==> src/rtl/qpu_exu_meas_hist_rf_pkg.sv <==
// Shared defaults and types for the per-qubit measurement history register file.
package qpu_exu_meas_hist_rf_pkg;

  localparam int unsigned QUBIT_NUM_DEF  = 12;
  localparam int unsigned HIST_DEPTH_DEF = 4;
  localparam int unsigned AGE_W_DEF      = $clog2(HIST_DEPTH_DEF);
  localparam int unsigned CNT_W_DEF      = $clog2(HIST_DEPTH_DEF + 1);

  typedef struct packed {
    logic rd_data;
    logic rd_valid;
    logic fb_zero;
    logic fb_one;
    logic fb_equ;
    logic ovf;
  } lane_out_t;

endpackage

==> src/rtl/qpu_exu_meas_hist_rf_if.sv <==
// Bundle of measurement writeback, clear, FMR read and fast-feedback signals.
interface qpu_exu_meas_hist_rf_if
  import qpu_exu_meas_hist_rf_pkg::*;
#(
  parameter int unsigned QUBIT_NUM = QUBIT_NUM_DEF,
  parameter int unsigned AGE_W     = AGE_W_DEF
);

  logic                 meas_wen;
  logic [QUBIT_NUM-1:0] meas_list;
  logic [QUBIT_NUM-1:0] meas_data;
  logic                 clr_en;
  logic [QUBIT_NUM-1:0] clr_list;
  logic                 rd_ena;
  logic [QUBIT_NUM-1:0] rd_list;
  logic [AGE_W-1:0]     rd_age;
  logic [QUBIT_NUM-1:0] rd_data;
  logic [QUBIT_NUM-1:0] rd_valid;
  logic [QUBIT_NUM-1:0] fb_zero;
  logic [QUBIT_NUM-1:0] fb_one;
  logic [QUBIT_NUM-1:0] fb_equ;
  logic [QUBIT_NUM-1:0] hist_ovf;

  modport master (
    output meas_wen, meas_list, meas_data, clr_en, clr_list, rd_ena, rd_list, rd_age,
    input  rd_data, rd_valid, fb_zero, fb_one, fb_equ, hist_ovf
  );

  modport slave (
    input  meas_wen, meas_list, meas_data, clr_en, clr_list, rd_ena, rd_list, rd_age,
    output rd_data, rd_valid, fb_zero, fb_one, fb_equ, hist_ovf
  );

endinterface

==> src/rtl/qpu_exu_meas_hist_rf_lane.sv <==
// One qubit's result ring: write pointer, saturating valid count, sticky overflow,
// age-indexed read and same-cycle bypassed feedback flags.
module qpu_exu_meas_hist_rf_lane
  import qpu_exu_meas_hist_rf_pkg::*;
#(
  parameter int unsigned HIST_DEPTH = HIST_DEPTH_DEF,
  parameter int unsigned AGE_W      = AGE_W_DEF,
  parameter int unsigned CNT_W      = CNT_W_DEF
) (
  input  logic             clk,
  input  logic             rst_n,
  input  logic             i_we,
  input  logic             i_clr,
  input  logic             i_data,
  input  logic             i_rd_en,
  input  logic [AGE_W-1:0] i_rd_age,
  output lane_out_t        o_lane
);

  logic [HIST_DEPTH-1:0] r_ring;
  logic [AGE_W-1:0]      r_wptr;
  logic [CNT_W-1:0]      r_cnt;
  logic                  r_ovf;

  logic [AGE_W-1:0] w_wptr_base;
  logic [CNT_W-1:0] w_cnt_base;
  logic             w_ovf_base;
  logic             w_full;
  logic [AGE_W-1:0] w_newest_idx;
  logic [AGE_W-1:0] w_prev_idx;
  logic [AGE_W-1:0] w_rd_idx;
  logic             w_cnt_nz;
  logic             w_cnt_ge2;
  logic             w_new;
  logic             w_prev;
  logic             w_has1;
  logic             w_has2;
  logic             w_rd_valid;

  // A same-cycle clear is applied before the write by rebasing on zeroed state.
  assign w_wptr_base = i_clr ? '0 : r_wptr;
  assign w_cnt_base  = i_clr ? '0 : r_cnt;
  assign w_ovf_base  = i_clr ? 1'b0 : r_ovf;
  assign w_full      = (w_cnt_base == CNT_W'(HIST_DEPTH));

  always_ff @(posedge clk) begin
    if (!rst_n) begin
      r_ring <= '0;
      r_wptr <= '0;
      r_cnt  <= '0;
      r_ovf  <= 1'b0;
    end else if (i_we) begin
      r_ring[w_wptr_base] <= i_data;
      r_wptr              <= w_wptr_base + AGE_W'(1);
      r_cnt               <= w_full ? w_cnt_base : w_cnt_base + CNT_W'(1);
      r_ovf               <= w_ovf_base | w_full;
    end else if (i_clr) begin
      r_wptr <= '0;
      r_cnt  <= '0;
      r_ovf  <= 1'b0;
    end
  end

  assign w_newest_idx = r_wptr - AGE_W'(1);
  assign w_prev_idx   = r_wptr - AGE_W'(2);
  assign w_rd_idx     = r_wptr - AGE_W'(1) - i_rd_age;
  assign w_cnt_nz     = (r_cnt != '0);
  assign w_cnt_ge2    = (r_cnt >= CNT_W'(2));
  assign w_rd_valid   = i_rd_en & (CNT_W'(i_rd_age) < r_cnt);

  // Bypass: an incoming write becomes the newest entry; with a clear it is the only one.
  assign w_new  = i_we ? i_data : r_ring[w_newest_idx];
  assign w_prev = i_we ? r_ring[w_newest_idx] : r_ring[w_prev_idx];
  assign w_has1 = i_we | w_cnt_nz;
  assign w_has2 = i_we ? (~i_clr & w_cnt_nz) : w_cnt_ge2;

  always_comb begin
    o_lane = '0;
    if (rst_n) begin
      o_lane.rd_valid = w_rd_valid;
      o_lane.rd_data  = w_rd_valid & r_ring[w_rd_idx];
      o_lane.fb_one   = w_has1 & w_new;
      o_lane.fb_zero  = w_has1 & ~w_new;
      o_lane.fb_equ   = w_has2 & (w_new == w_prev);
      o_lane.ovf      = r_ovf;
    end
  end

endmodule

==> src/rtl/qpu_exu_meas_hist_rf.sv <==
// Measurement history register file: one independent lane per qubit, inputs
// broadcast bitwise and lane outputs packed back into qubit-indexed vectors.
module qpu_exu_meas_hist_rf
  import qpu_exu_meas_hist_rf_pkg::*;
#(
  parameter int unsigned QUBIT_NUM  = QUBIT_NUM_DEF,
  parameter int unsigned HIST_DEPTH = HIST_DEPTH_DEF,
  parameter int unsigned AGE_W      = $clog2(HIST_DEPTH),
  parameter int unsigned CNT_W      = $clog2(HIST_DEPTH + 1)
) (
  input  logic                    clk,
  input  logic                    rst_n,
  qpu_exu_meas_hist_rf_if.slave   bus
);

  lane_out_t            w_lane [QUBIT_NUM];
  logic [QUBIT_NUM-1:0] w_rd_data;
  logic [QUBIT_NUM-1:0] w_rd_valid;
  logic [QUBIT_NUM-1:0] w_fb_zero;
  logic [QUBIT_NUM-1:0] w_fb_one;
  logic [QUBIT_NUM-1:0] w_fb_equ;
  logic [QUBIT_NUM-1:0] w_ovf;

  for (genvar k = 0; k < QUBIT_NUM; k++) begin : g_lane
    qpu_exu_meas_hist_rf_lane #(
      .HIST_DEPTH (HIST_DEPTH),
      .AGE_W      (AGE_W),
      .CNT_W      (CNT_W)
    ) u_lane (
      .clk      (clk),
      .rst_n    (rst_n),
      .i_we     (bus.meas_wen & bus.meas_list[k]),
      .i_clr    (bus.clr_en & bus.clr_list[k]),
      .i_data   (bus.meas_data[k]),
      .i_rd_en  (bus.rd_ena & bus.rd_list[k]),
      .i_rd_age (bus.rd_age),
      .o_lane   (w_lane[k])
    );
  end

  always_comb begin
    w_rd_data  = '0;
    w_rd_valid = '0;
    w_fb_zero  = '0;
    w_fb_one   = '0;
    w_fb_equ   = '0;
    w_ovf      = '0;
    for (int k = 0; k < QUBIT_NUM; k++) begin
      w_rd_data[k]  = w_lane[k].rd_data;
      w_rd_valid[k] = w_lane[k].rd_valid;
      w_fb_zero[k]  = w_lane[k].fb_zero;
      w_fb_one[k]   = w_lane[k].fb_one;
      w_fb_equ[k]   = w_lane[k].fb_equ;
      w_ovf[k]      = w_lane[k].ovf;
    end
  end

  assign bus.rd_data  = w_rd_data;
  assign bus.rd_valid = w_rd_valid;
  assign bus.fb_zero  = w_fb_zero;
  assign bus.fb_one   = w_fb_one;
  assign bus.fb_equ   = w_fb_equ;
  assign bus.hist_ovf = w_ovf;

endmodule

==> src/flat_wrapper.sv <==
// flat-port wrapper written by rule: the top's interface ports become plain ports
module qpu_exu_meas_hist_rf_flat import qpu_exu_meas_hist_rf_pkg::*;
#(
  parameter int unsigned QUBIT_NUM  = QUBIT_NUM_DEF,
  parameter int unsigned HIST_DEPTH = HIST_DEPTH_DEF,
  parameter int unsigned AGE_W      = $clog2(HIST_DEPTH),
  parameter int unsigned CNT_W      = $clog2(HIST_DEPTH + 1)
)
  (clk, rst_n, bus_meas_wen, bus_meas_list, bus_meas_data, bus_clr_en, bus_clr_list, bus_rd_ena, bus_rd_list, bus_rd_age, bus_rd_data, bus_rd_valid, bus_fb_zero, bus_fb_one, bus_fb_equ, bus_hist_ovf);
  qpu_exu_meas_hist_rf_if #(.QUBIT_NUM(QUBIT_NUM), .AGE_W(AGE_W)) bus_i ();
  input  logic clk;
  input  logic rst_n;
  input wire logic [$bits(bus_i.meas_wen)-1:0] bus_meas_wen;
  input wire logic [$bits(bus_i.meas_list)-1:0] bus_meas_list;
  input wire logic [$bits(bus_i.meas_data)-1:0] bus_meas_data;
  input wire logic [$bits(bus_i.clr_en)-1:0] bus_clr_en;
  input wire logic [$bits(bus_i.clr_list)-1:0] bus_clr_list;
  input wire logic [$bits(bus_i.rd_ena)-1:0] bus_rd_ena;
  input wire logic [$bits(bus_i.rd_list)-1:0] bus_rd_list;
  input wire logic [$bits(bus_i.rd_age)-1:0] bus_rd_age;
  output wire logic [$bits(bus_i.rd_data)-1:0] bus_rd_data;
  output wire logic [$bits(bus_i.rd_valid)-1:0] bus_rd_valid;
  output wire logic [$bits(bus_i.fb_zero)-1:0] bus_fb_zero;
  output wire logic [$bits(bus_i.fb_one)-1:0] bus_fb_one;
  output wire logic [$bits(bus_i.fb_equ)-1:0] bus_fb_equ;
  output wire logic [$bits(bus_i.hist_ovf)-1:0] bus_hist_ovf;
  assign bus_i.meas_wen = bus_meas_wen;
  assign bus_i.meas_list = bus_meas_list;
  assign bus_i.meas_data = bus_meas_data;
  assign bus_i.clr_en = bus_clr_en;
  assign bus_i.clr_list = bus_clr_list;
  assign bus_i.rd_ena = bus_rd_ena;
  assign bus_i.rd_list = bus_rd_list;
  assign bus_i.rd_age = bus_rd_age;
  assign bus_rd_data = bus_i.rd_data;
  assign bus_rd_valid = bus_i.rd_valid;
  assign bus_fb_zero = bus_i.fb_zero;
  assign bus_fb_one = bus_i.fb_one;
  assign bus_fb_equ = bus_i.fb_equ;
  assign bus_hist_ovf = bus_i.hist_ovf;
  qpu_exu_meas_hist_rf #(.QUBIT_NUM(QUBIT_NUM), .HIST_DEPTH(HIST_DEPTH), .AGE_W(AGE_W), .CNT_W(CNT_W)) u_core (.clk(clk), .rst_n(rst_n), .bus(bus_i));
endmodule
==> config.mk <==
export PLATFORM = sky130hd
export DESIGN_NAME = qpu_exu_meas_hist_rf_flat
export DESIGN_NICKNAME = d
export VERILOG_FILES = /design/src/rtl/qpu_exu_meas_hist_rf_pkg.sv /design/src/rtl/qpu_exu_meas_hist_rf_if.sv /design/src/rtl/qpu_exu_meas_hist_rf_lane.sv /design/src/rtl/qpu_exu_meas_hist_rf.sv /design/src/flat_wrapper.sv
export SDC_FILE = /design/constraint.sdc
export NUM_CORES = 1
export LEC_CHECK = 0
export CAP_MARGIN = 30
export CORE_ASPECT_RATIO = 2
export CORE_MARGIN = 8
export CORE_UTILIZATION = 34
export CTS_CLUSTER_DIAMETER = 200
export DETAILED_ROUTE_END_ITERATION = 12
export HOLD_SLACK_MARGIN = 0.1
export PLACE_DENSITY_LB_ADDON = 0.05
export SYNTH_ARGS = -nofsm -noshare
export SYNTH_HDL_FRONTEND = slang
export SYNTH_HIERARCHICAL = 1
export SYNTH_SLANG_ARGS = --single-unit
==> constraint.sdc <==
create_clock -name clk -period 3.2 [get_ports clk]
set_input_delay 0.64 -clock clk [delete_from_list [all_inputs] [get_ports clk]]
set_output_delay 0.64 -clock clk [all_outputs]
set_load 0.01 [all_outputs]
==> impl_metrics.toml <==
[die]
die_h_microns = 251.1
die_w_microns = 133.6
ios = 127
start_util_pct = 34.38
coreArea_sq_um = 27330
num_rows = 86
dieArea_sq_um = 33540

[final_layout]
drive_above_1_share_pct = 17.31
num-nets-final = 1461
seqCellArea_sq_um = 2409
fillerInstances = 2719
stdcell_count = 1675
stdcell_area_sq_um = 12520
area_delta_synth_final_pct = 33.26
layout_commonest_cell = "nand2_1"
multi_input_area_sq_um = 6756
diodes = 0
layout_common_cells = "nand2_1 (193), dfxtp_1 (115), ha_1 (94)"

[logic_synthesis]
synthDistinctLibCells = 32
ys_seq_area_share_pct = 25.56
synth.avg_cell_area_sq_um = 8.376
ys_warn_count = 6
synth_area_sq_um = 9398
ys_seq_elements = 120
netlist_instances = 1122
synth.net_count = 1273

[timing]
hold_viol_final = 0
skew_ns = 0.003108
layout_worst_path_cycle_share_pct = 97.86
finalSetupTns_ns = 0
setup_viol = 0
rsz0062_at_grt = "false"
timing.fmax_mhz = 319.3
max_slew.worst_pin.slew_ns = 0.3557
relSlewSlack_pct = 76.29
hold_slack_ns = 0.4799
layout_setup_ws_ns = 0.06839
report.final.slew_viol_count = 0
fin_crit_ns = 3.132

[clocking]
htree_levels = 4
clockBufferDepth = 2
cts_tree = "built"
clockRootBuffer = "clkbuf_16"
numCtsBuffers = 17
cts.sinks = 120
ctsHoldBuffers = 0
clk_latency_ns = 0.42
clk_pin_slew_worst_paths_ns = 0.06

[worst_hold_path]
hold_end = "u_core/g_lane[9].u_lane/r_ring[3]$_SDFFE_PN0P_"
worstHoldStart = "u_core/g_lane[9].u_lane/r_ring[3]$_SDFFE_PN0P_"
hp-class = "flip-flop to flip-flop"
hold_depth = 2

[power]
powerDensity_nw_per_um2 = 360.3
pwr-share-clk_pct = 46.8
p_comb_share_pct = 18.0
vdd_ir_drop_max_uv = 343.5
power.switching_uw = 1144
netSwitchingFraction_pct = 25.36
p_seq_share_pct = 35.2
p_int_uw = 3368
p_leak_uw = 0.005347

[worst_setup_path]
critPathRequiredTime_ns = 2.56
crit_chain = "buf_4 -> buf_12 -> ha_1 -> xor2_1 -> xnor2_1 -> mux4_2 -> and2_1 -> dlygate4sd2_1"
critPathArrivalTime_ns = 2.49
critPathCaptureType = "primary output"
r2r_end = "u_core/g_lane[5].u_lane/r_wptr[1]$_SDFF_PN0_"
critPathTopFamily = "buffers and inverters"
slowest_stage = "mux4_2"
cp-start-kind = "input port"
reg2reg_depth = 6
critPathLaunch = "bus_rd_age[0]"
path_class = "input port to primary output"
rrSetupSlack_ns = 1.80
crit_buf_inv = 3
timing.rr.start = "u_core/g_lane[5].u_lane/r_wptr[0]$_SDFF_PN0_"
path_max_fanout = 6
cpPeakStageDelay_ns = 0.52

[grt]
grt_pass1_wl_microns = 42400
antenna_found_initial = 1
grt_pass1_vias = 8219
grt.total_usage_pct = 15.65
grt_overflow = 0
grt_max_degree = 47

[routing]
drcViolationCount = 0
vias = 8219
via_per_inst = 4.907
drt-initial-drc-count = 401
routedWlPerCell_microns = 15.42
wl_microns = 25830
antenna_left = 0
dr.pass1.iters = 6

[place]
numPortBuffers = 126
placed_area_sq_um = 11630
place_congestion = 0.7955
post-place-ws_ns = -0.5647
placed_cells = 1640
dp_hpwl_microns = 18260

[job]
maxCapViolations = 0

[outcome]
status = "finished, final reports clean"
power groups by stage:
stage | Clock [uW] | Combinational [uW] | Sequential (uW)
5_1_grt | 2230 | 900 | 1600
2_1_floorplan | 0 | 454 | 1600
3_5_place_dp | 0 | 784 | 1620
6_report | 2110 | 812 | 1590
4_1_cts | 2180 | 816 | 1590
3_3_place_gp | 0 | 774 | 1610
synthesized netlist by cell type, drive strengths merged:
master  instances  area [sq um]
nand2         193         724.4
dfxtp         120          2402
and2           96         629.4
ha             96          1201
nand2b         73         456.7
a21boi         72         540.5
inv            60         225.2
nand3          48         240.2
xnor2          48         420.4
o21ai          37         185.2
clkbuf         36         135.1
a21oi          24         120.1
mux2           23         259.0
mux4           23         518.0
nor2           23         86.33
nor2b          23         143.9
mux2i          14         140.1
a211oi         12         90.09
a31oi          12         75.07
nor3           12         115.1
nor3b          12         90.09
o211a          12         120.1
o31a           12         105.1
o41ai          12         105.1
xor2           12         105.1
a222oi         11         110.1
buf             4         38.78
o221ai          1         8.760
or2             1         6.260
area by class of cell:
type,count,share of cell area [%]
multi-input cells,902,53.95
flip-flops and latches,120,19.23
repair buffers,209,16.38
clock buffers,24,4.006
well taps,352,3.517
inverters,60,1.798
clock inverters,8,1.119
worst reg2reg max path, delay by kind of cell, from the launching register on:
| kind | cells | cell delay, ns |
|---|---|---|
| AO/OA/AOI/OAI | 1 | 0.06 |
| adder cells (fa/ha/maj) | 1 | 0.32 |
| buffers and inverters | 1 | 0.16 |
| flip-flops | 1 | 0.42 |
| AND/OR/NAND/NOR | 3 | 0.34 |
per-stage QoR:
stage / util (%) / total power, uW
6_report: 45.82 / 4512
5_1_grt: 45.82 / 4727
4_1_cts: 45.44 / 4579
3_5_place_dp: 42.56 / 2400
3_3_place_gp: 42.56 / 2389
2_1_floorplan: - / 2059
timing repair:
item	4_1_cts	5_1_grt
gates cloned	3	0
endpoints found under the setup margin	48	27
setup buffers	0	0
gates resized for setup	47	36
pin swaps	16	10
metal layers:
metal / vias to the layer above / global-route usage, % / part of all wire [%]
met5: - / 0 / 0
met4: 0 / 5.518 / 1.9
met3: 18 / 3.898 / 4.1
met2: 135 / 25.83 / 48
met1: 3845 / 19.29 / 46
li1: 4221 / - / -
worst max path at each step:
stage | slack [ns] | end | depth (start not counted)
final | 0.07 | bus_rd_data[2] | 8
after global routing | 0.003 | bus_fb_zero[10] | 7
after CTS | 0.002 | bus_fb_equ[0] | 5
after detailed placement | -0.56 | bus_rd_data[9] | 8
after global placement | -0.53 | bus_rd_data[3] | 8
after floorplan | 0.71 | bus_rd_data[0] | 5
cells by family (layout without fill, tap and decap cells):
logic type | count (synthesis) | count (layout) | share of synthesized area (%)
and+or+nand+nor | 481 | 481 | 26.52
AOI/OAI and AO/OA | 205 | 205 | 15.54
DFF | 120 | 120 | 25.56
buffers and inverters | 100 | 301 | 4.247
adders and majority gates | 96 | 96 | 12.78
xor gates and xnor gates | 60 | 60 | 5.592
muxes | 60 | 60 | 9.759
state kept, by name, indices dropped and copies added, names as in the netlist:
signal and cells:
u_core/g_lane.u_lane/r_ring 48, u_core/g_lane.u_lane/r_cnt 36, u_core/g_lane.u_lane/r_wptr 24, u_core/g_lane.u_lane/r_ovf 12
(Power assumes the default switching activity.)
